File: config.mk
export PLATFORM = sky130hd
export DESIGN_NAME = pc_sequencer
export DESIGN_NICKNAME = d
export VERILOG_FILES = /design/src/rtl/cpu_pkg.sv /design/src/rtl/pc_next_calc.sv /design/src/rtl/pc_sequencer.sv
export SDC_FILE = /design/constraint.sdc
export NUM_CORES = 1
export LEC_CHECK = 0
export CAP_MARGIN = 25
export CORE_UTILIZATION = 50
export DETAILED_ROUTE_END_ITERATION = 12
export PLACE_DENSITY = 0.92
export SLEW_MARGIN = 10
export SYNTH_ARGS = -nofsm -noshare
export SYNTH_HDL_FRONTEND = slang
export SYNTH_SLANG_ARGS = --single-unit
export TNS_END_PERCENT = 1
File: constraint.sdc
create_clock -name clk -period 4.5 [get_ports clk]
set_input_delay 0.45 -clock clk [delete_from_list [all_inputs] [get_ports clk]]
set_output_delay 0.45 -clock clk [all_outputs]
set_load 0.03 [all_outputs]
File: src/rtl/cpu_pkg.sv
// Shared opcode map, sequencer state encoding and decode strobe bundle
// used by the PC sequencer and its next-PC/decode block.
package cpu_pkg;

  typedef enum logic [1:0] {
    ST_RUN   = 2'd0,
    ST_STALL = 2'd1,
    ST_HALT  = 2'd2
  } state_e;

  // Opcodes (5-bit); CMP, ALU and MOV are families, matched with casez.
  localparam logic [4:0] OPC_NOP  = 5'b00000;
  localparam logic [4:0] OPC_CALL = 5'b00001;
  localparam logic [4:0] OPC_CMP  = 5'b0001?;
  localparam logic [4:0] OPC_JMPR = 5'b00100;
  localparam logic [4:0] OPC_JMPI = 5'b00101;
  localparam logic [4:0] OPC_ALU  = 5'b01???;
  localparam logic [4:0] OPC_MOV  = 5'b1100?;
  localparam logic [4:0] OPC_RTN  = 5'b11100;
  localparam logic [4:0] OPC_STP  = 5'b11111;

  typedef struct packed {
    logic rd_wen;
    logic push_up;
    logic pop;
    logic halt;
  } dec_t;

endpackage

File: src/rtl/pc_next_calc.sv
// Combinational instruction decode: next PC (1- or 2-word length, jumps,
// conditional compare skips) and the register/stack strobes of the opcode.
module pc_next_calc
  import cpu_pkg::*;
#(
  parameter int DATA_W = 16,
  parameter int OPC_W  = 5
) (
  input  logic [DATA_W-1:0] i_pc,
  input  logic [DATA_W-1:0] i_instr,
  input  logic [DATA_W-1:0] i_imm,
  input  logic [DATA_W-1:0] i_rddata,
  input  logic              i_jump_cond,
  output logic [DATA_W-1:0] o_next_pc,
  output dec_t              o_dec
);

  logic [OPC_W-1:0]  w_opc;
  logic [4:0]        w_op;
  logic [DATA_W-1:0] w_pc_inc1;
  logic [DATA_W-1:0] w_pc_inc2;
  logic [DATA_W-1:0] w_pc_cmp;
  logic              w_unused_bits;

  assign w_opc         = i_instr[DATA_W-1 -: OPC_W];
  assign w_op          = 5'(w_opc);
  assign w_pc_inc1     = i_pc + DATA_W'(1);
  assign w_pc_inc2     = i_pc + DATA_W'(2);
  assign w_pc_cmp      = i_pc + DATA_W'(1) + DATA_W'(i_instr[1:0]);
  assign w_unused_bits = ^i_instr[DATA_W-OPC_W-1:2];

  always_comb begin
    o_next_pc = w_pc_inc1;
    o_dec     = '0;
    casez (w_op)
      OPC_NOP: ;
      OPC_CALL: begin
        o_next_pc     = i_imm;
        o_dec.rd_wen  = 1'b1;
        o_dec.push_up = 1'b1;
      end
      OPC_CMP: begin
        if (i_jump_cond) o_next_pc = w_pc_cmp;
      end
      OPC_JMPR: o_next_pc = i_rddata;
      OPC_JMPI: o_next_pc = i_imm;
      OPC_ALU, OPC_MOV: begin
        // Odd opcodes carry an immediate word, so skip over it.
        o_dec.rd_wen = 1'b1;
        if (w_op[0]) o_next_pc = w_pc_inc2;
      end
      OPC_RTN: begin
        o_next_pc = i_rddata;
        o_dec.pop = 1'b1;
      end
      default: begin
        // STP and every unassigned opcode stop in place.
        o_next_pc  = i_pc;
        o_dec.halt = 1'b1;
      end
    endcase
  end

endmodule

File: src/rtl/pc_sequencer.sv
// Program-counter sequencer: RUN/STALL/HALT control, PC register, fetch
// addresses, retire strobes and a saturating retired-instruction counter.
module pc_sequencer
  import cpu_pkg::*;
#(
  parameter int DATA_W = 16,
  parameter int OPC_W  = 5,
  parameter int CNT_W  = 32
) (
  input  logic              clk,
  input  logic              rst_n,
  input  logic [DATA_W-1:0] i_instr,
  input  logic [DATA_W-1:0] i_imm,
  input  logic [DATA_W-1:0] i_rddata,
  input  logic              i_jump_cond,
  input  logic              i_mem_ready,
  input  logic              i_resume,
  output logic [DATA_W-1:0] o_pc,
  output logic [DATA_W-1:0] o_instr_addr1,
  output logic [DATA_W-1:0] o_instr_addr2,
  output logic              o_retire,
  output logic              o_rd_wen,
  output logic              o_push_up,
  output logic              o_pop,
  output logic              o_halted,
  output logic [CNT_W-1:0]  o_retired_cnt
);

  state_e            r_state;
  state_e            w_state_next;
  logic [DATA_W-1:0] r_pc;
  logic [CNT_W-1:0]  r_cnt;
  logic [DATA_W-1:0] w_next_pc;
  dec_t              w_dec;
  logic              w_retire;

  pc_next_calc #(
    .DATA_W (DATA_W),
    .OPC_W  (OPC_W)
  ) u_pc_next_calc (
    .i_pc        (r_pc),
    .i_instr     (i_instr),
    .i_imm       (i_imm),
    .i_rddata    (i_rddata),
    .i_jump_cond (i_jump_cond),
    .o_next_pc   (w_next_pc),
    .o_dec       (w_dec)
  );

  // rst_n gates retire so no strobe escapes while reset is held.
  assign w_retire = (r_state == ST_RUN) && i_mem_ready && rst_n;

  always_comb begin
    w_state_next = r_state;
    case (r_state)
      ST_RUN: begin
        if (!i_mem_ready)    w_state_next = ST_STALL;
        else if (w_dec.halt) w_state_next = ST_HALT;
      end
      ST_STALL: if (i_mem_ready) w_state_next = ST_RUN;
      ST_HALT:  if (i_resume)    w_state_next = ST_RUN;
      default:  w_state_next = ST_RUN;
    endcase
  end

  always_ff @(posedge clk or negedge rst_n) begin
    if (!rst_n) begin
      r_state <= ST_RUN;
      r_pc    <= '0;
      r_cnt   <= '0;
    end else begin
      r_state <= w_state_next;
      if (w_retire)
        r_pc <= w_next_pc;
      else if (r_state == ST_HALT && i_resume)
        r_pc <= r_pc + DATA_W'(1);
      if (w_retire && r_cnt != '1)
        r_cnt <= r_cnt + CNT_W'(1);
    end
  end

  assign o_pc          = r_pc;
  assign o_instr_addr1 = r_pc;
  assign o_instr_addr2 = r_pc + DATA_W'(1);
  assign o_retire      = w_retire;
  assign o_rd_wen      = w_retire & w_dec.rd_wen;
  assign o_push_up     = w_retire & w_dec.push_up;
  assign o_pop         = w_retire & w_dec.pop;
  assign o_halted      = (r_state == ST_HALT);
  assign o_retired_cnt = r_cnt;

endmodule
Yosys cells after proc, flatten, opt, wreduce, memory -nomap -nowiden

Index checks and enable logic that the tools add are counted.

Input port bits: 53
Word-level logic and storage cells: 51
Output and inout bits: 85
Register bits: 50

Equal/unequal tests: 14
Mux-type cells: 13
Add/subtract/negate cells: 4
Bitwise logic cells: 3
Reduce and logical (&&, ||, !) cells: 14

Operator list:

| kind                                                  | count |
|---|---|
| case mux 16 bit (5 select lines)                      | 1 |
| two-way mux 16 bit                                    | 4 |
| adder 32 x 1 -> 32 bit, second input constant         | 1 |
| inequality test 32 bit, second input constant         | 1 |
| adder 16 x 1 -> 16 bit, second input constant         | 1 |
| adder 16 x 2 -> 16 bit                                | 1 |
| adder 16 x 2 -> 16 bit, second input constant         | 1 |
| == test 5 x 3 -> 1 bit, second input constant         | 2 |
| two-way mux 2 bit                                     | 4 |
| OR reduction 8 bit                                    | 1 |
| inequality test 6 x 3 -> 1 bit, second input constant | 1 |
| case mux 2 bit (3 select lines)                       | 1 |
| OR reduction 2 bit                                    | 3 |
| == test 5 x 1 -> 1 bit, second input constant         | 1 |
| == test 5 bit, second input constant                  | 1 |
| zero test 5 bit                                       | 1 |
| == test 2 x 1 -> 1 bit, second input constant         | 2 |
| == test 4 x 1 -> 1 bit, second input constant         | 1 |
| == test 4 bit, second input constant                  | 1 |
| logical AND 1 bit                                     | 4 |
| inequality test 2 bit, second input constant          | 2 |
| AND 1 bit                                             | 3 |
| two-way mux 1 bit                                     | 3 |
| inequality test 3 bit, second input constant          | 1 |
| 6 further kinds                                       | 6 |

Longest topological paths before layout

Depth after elaboration: 5
Mapped depth: 10

Cells and area by module

Synthesis repeated with hierarchy kept, for this count alone.

Cells, all modules: 607
Area total of the unflattened synthesis: 4923.5 sq um

Modules (own cells, without submodules):

| module       | times used | cells an instance | seq. area each (sq um) | area an instance (sq um) |
|---|---|---|---|---|
| pc_sequencer | 1          | 306               | 1251.2                 | 3019.1 |
| pc_next_calc | 1          | 301               | 0.0                    | 1904.3 |

Worst setup path before layout

OpenSTA, ideal clock, no wires.

Kind: register -> register
Start: register r_pc[0], in the netlist o_instr_addr1[0]
End: register r_pc[14], in the netlist o_instr_addr1[14]
Library setup time: 0.126 ns
Required time: 4.374 ns
Data arrival time: 2.996 ns
Cell stages (with the launch flop): 10
Path buffers: 0
Period minus slack after synthesis: 3.122 ns
Slack: 1.378 ns
Cells stage by stage: dfrtp_1 > ha_1 > inv_1 > fa_1 > nor2b_1 > nand3_1 > a31oi_4 > o211ai_1 > or2_0 > a311o_1

Longest elaborated chain between the ends: 5

Ends and longest elaborated chain:

| item                             | RTL line           | source |
|---|---|---|
| start, declared                  | pc_sequencer.sv:31 | `logic [DATA_W-1:0] r_pc;` |
| start signal, assigned           | pc_sequencer.sv:74 | `r_pc <= w_next_pc;` |
| start signal, assigned           | pc_sequencer.sv:76 | `r_pc <= r_pc + DATA_W'(1);` |
| adder 16 x 1 -> 16 bit           | n/a                |  |
| named net o_instr_addr2[1]       | pc_sequencer.sv:20 | `output logic [DATA_W-1:0] o_instr_addr2,` |
| adder 16 x 2 -> 16 bit           | pc_next_calc.sv:29 | `assign w_pc_cmp = i_pc + DATA_W'(1) + DATA_W'(i_instr[1:0]);` |
| two-way mux 16 bit               | pc_next_calc.sv:43 | `if (i_jump_cond) o_next_pc = w_pc_cmp;` |
| case mux 16 bit (5 select lines) | pc_next_calc.sv:35 | `casez (w_op)` |
| two-way mux 16 bit               | pc_sequencer.sv:73 | `if (w_retire)` |

The timed path passes the listed nets, and every way through them passes these cells. The select of a mux whose other input is x is not followed.
A chain may end at the register's enable or synchronous reset.

Worst setup path in the final report

Start: register r_pc[0], in the netlist o_instr_addr1[0]
End: output o_instr_addr2[12]

Longest elaborated chain between the ends: 1

Ends and longest elaborated chain:

| item                   | RTL line           | source |
|---|---|---|
| adder 16 x 1 -> 16 bit | pc_sequencer.sv:84 | `assign o_instr_addr2 = r_pc + DATA_W'(1);` |
| end, declared          | pc_sequencer.sv:20 |  |

Every way passes these cells.

==> flow_summary.yaml <==
status:
  status: "finished clean"
sta:
  min_period_ns: 3.743
  clock.fmax_ghz: 0.2672
  slew_violations: 0
  finalSetupViolations: 0
  holdWs_ns: 0.3059
  slew_headroom: 0.2427
  period_share: 0.8317
  setup_tns_ns: 0
  skew_ns: 0.01191
  rsz0062_at_grt: "false"
  hold_viol: 0
  worst_pin_slew_ns: 1.131
  setup_slack_ns: 0.7575
cells_and_area:
  drive_above_1_share: 0.06794
  fin_nets: 632
  stdcell_area_um2: 5440
  final_cell_mix: "127 x clkdlybuf4s50_1, 50 x dfrtp_1, 37 x nor2_1, 34 x xnor2_1, 32 x nand2_1"
  fin_cells: 676
  antenna_cells: 0
  final_common_cell: "clkdlybuf4s50_1"
  syn_to_final_growth_pct: 30.22
detailed_routing:
  viasPerCell: 6.191
  wl_per_cell_um: 18.36
  route.vias.total: 4185
  wirelength_um: 12410
  met1_length_um: 5174
  top_layer: "met4"
  routed-wl-met2_um: 6159
  drc: 0
  drtIter0Drc: 360
  first_pass_iters: 5
  met3_length_um: 797
  ant_nets: 0
clocking:
  cts_post_setup_buffers_inserted: 0
  ctsRootBufferMaster: "clkbuf_8"
  cts_resized: 0
  cts_buffer_depth: 2
  clock_latency_ns: 0.31
  h-tree-depth: 2
  cts_buffers: 5
  clkSinkCount: 50
  clk_pin_slew_ns: 0.11
  cts_tree: "built"
  cts_hold_buf: 0
placement:
  placed_cells: 668
  dp_worst_setup_slack_ns: 1.163
  dpl_cell_area_um2: 5319
  hpwl_um: 9098
  place_congestion: 0.9217
  portBuffers: 128
global_routing:
  grt_max_degree: 51
  grt_util_all_layers: 0.2891
  first_global_vias: 4158
  antenna_found_initial: 0
  grt_pass1_wl_um: 20170
  grt_overflow: 0
die:
  fp.dieH_um: 93.41
  core-area_um2: 7888
  std_cell_rows: 32
  die_w_um: 93.41
  num_io_pins: 138
  die_area_um2: 8725
  start_util: 0.5297
setup_path:
  critPathTopFamily: "simple AND/OR/NAND/NOR gates"
  crit_chain: "ha_1, nand3_2, or2_2, nor4_1, or2_2, clkdlybuf4s50_1"
  crit_top_cell: "or2_2"
  critical_path_class: "flip-flop to primary output"
  cp_max_fo: 11
  start_kind: "flip-flop"
  max_stage_delay_ns: 0.69
  crit_buf_inv: 1
  crit_path_top_delay_cell: "clkdlybuf4s50_1"
  cp.required_ns: 4.05
  cp_data_arrival_time_ns: 3.29
  critPathCaptureType: "primary output"
logic_synthesis:
  ys_warn_count: 0
  syn_inst: 479
  synthesis.area_um2: 4178
  syn_avg_cell_area_um2: 8.722
  ys_seq_area_frac: 0.2995
  synth_fp_nets: 538
  synth_edf_count: 0
  async_reset_ff_frac: 1.000
  ys_types: 80
  synth_seq_cells: 50
  synth-main-ff-cell: "dfrtp_1"
power_and_ir_drop:
  combPwrFrac: 0.538
  switchingPower_mw: 1.100
  clockPowerShare: 0.154
  sequentialPowerShare: 0.307
  worst_ir_drop_vdd_mv: 0.3357
  p_per_area_nw_per_um2: 425.1
  switching_share: 0.4754
  p_leak_nw: 2.109
  intPower_mw: 1.213
run:
  drv_cap: 0
worst_hold_path:
  hp-class: "input pin to asynchronous set/reset pin"
[cells by family (layout without fill, tap and decap cells)]
group                      count (synthesis)  count (layout)  synth area share
AOI/OAI and AO/OA                         96              96            0.1734
xor gates and xnor gates                  62              62            0.1318
muxes                                      8               8           0.02007
and+or+nand+nor                          201             201            0.2731
DFF                                       50              50            0.2995
buffers and inverters                     56             151           0.08236
adders and majority gates                  6               6           0.01977
[through the flow]
step	total power, mW	utilization
after global routing	2.415	0.6897
after detailed placement	1.949	0.6743
after floorplan	1.546	-
final	2.313	0.6897
after global placement	1.915	0.6743
after CTS	2.301	0.6897
[final timing paths]
check / cells after the start / slack [ns] / end / start
max: 6 / 0.76 / o_instr_addr2[12] / o_instr_addr1[0]
min reg2reg: 1 / 0.48 / r_state[1] / r_state[0]
min: 2 / 0.31 / o_instr_addr1[2] / rst_n
max reg2reg: 9 / 1.29 / o_instr_addr1[14] / o_instr_addr1[0]
max in group asynchronous: 2 / 3.74 / o_retired_cnt[30] / rst_n
min in group clk: 1 / 0.48 / r_state[1] / r_state[0]
[cell type report]
type,instances,area [um^2]
multi-input cells,373,2589
fillers,638,2447
repair buffers,133,1314
flip-flops and latches,50,1251
well taps,102,127.6
clock buffers,6,82.58
clock inverters,2,38.79
inverters,10,37.54
[sequential cells by signal, summed over array words and instances (netlist names)]
register,flops
o_retired_cnt,32
o_instr_addr1,16
r_state,2
[Yosys cell counts (all sizes together), types with 3 or more instances]
| cell | number | area (um^2) |
|---|---|---|
| mux2i | 5 | 50.05 |
| a222oi | 7 | 70.07 |
| nor2 | 37 | 138.9 |
| or3 | 6 | 47.54 |
| nor4 | 13 | 81.33 |
| ha | 5 | 62.56 |
| o21ai | 22 | 110.1 |
| buf | 25 | 197.7 |
| a31oi | 8 | 65.06 |
| and3 | 7 | 46.29 |
| a22oi | 7 | 52.55 |
| nor3 | 18 | 95.09 |
| inv | 10 | 37.54 |
| dfrtp | 50 | 1251 |
| o31ai | 3 | 36.28 |
| and2 | 4 | 25.02 |
| and4 | 7 | 61.31 |
| xnor2 | 34 | 297.8 |
| mux2 | 3 | 33.78 |
| a21oi | 12 | 60.06 |
| nand2b | 3 | 18.77 |
| o211ai | 6 | 45.04 |
| clkbuf | 21 | 108.9 |
| nand3 | 31 | 172.7 |
| nand2 | 34 | 137.6 |
| nand4 | 19 | 140.1 |
| or2 | 4 | 25.03 |
| xor2 | 28 | 252.8 |
| nor2b | 3 | 18.77 |
| nor4b | 3 | 32.53 |
| a21o | 5 | 37.54 |
[power groups by stage]
stage	Clock (mW)	Combinational, mW	Sequential (mW)
2_1_floorplan	0	0.797	0.749
4_1_cts	0.356	1.24	0.703
6_report	0.357	1.25	0.711
5_1_grt	0.373	1.32	0.722
3_3_place_gp	0	1.21	0.705
3_5_place_dp	0	1.24	0.713
[routing by layer]
| metal | up-vias | track usage |
|---|---|---|
| met5 | - | 0 |
| met3 | 24 | 0.02846 |
| li1 | 1939 | - |
| met2 | 195 | 0.5012 |
| met1 | 2027 | 0.3700 |
| met4 | 0 | 0.1115 |
Power figures use the tool's default switching activity.
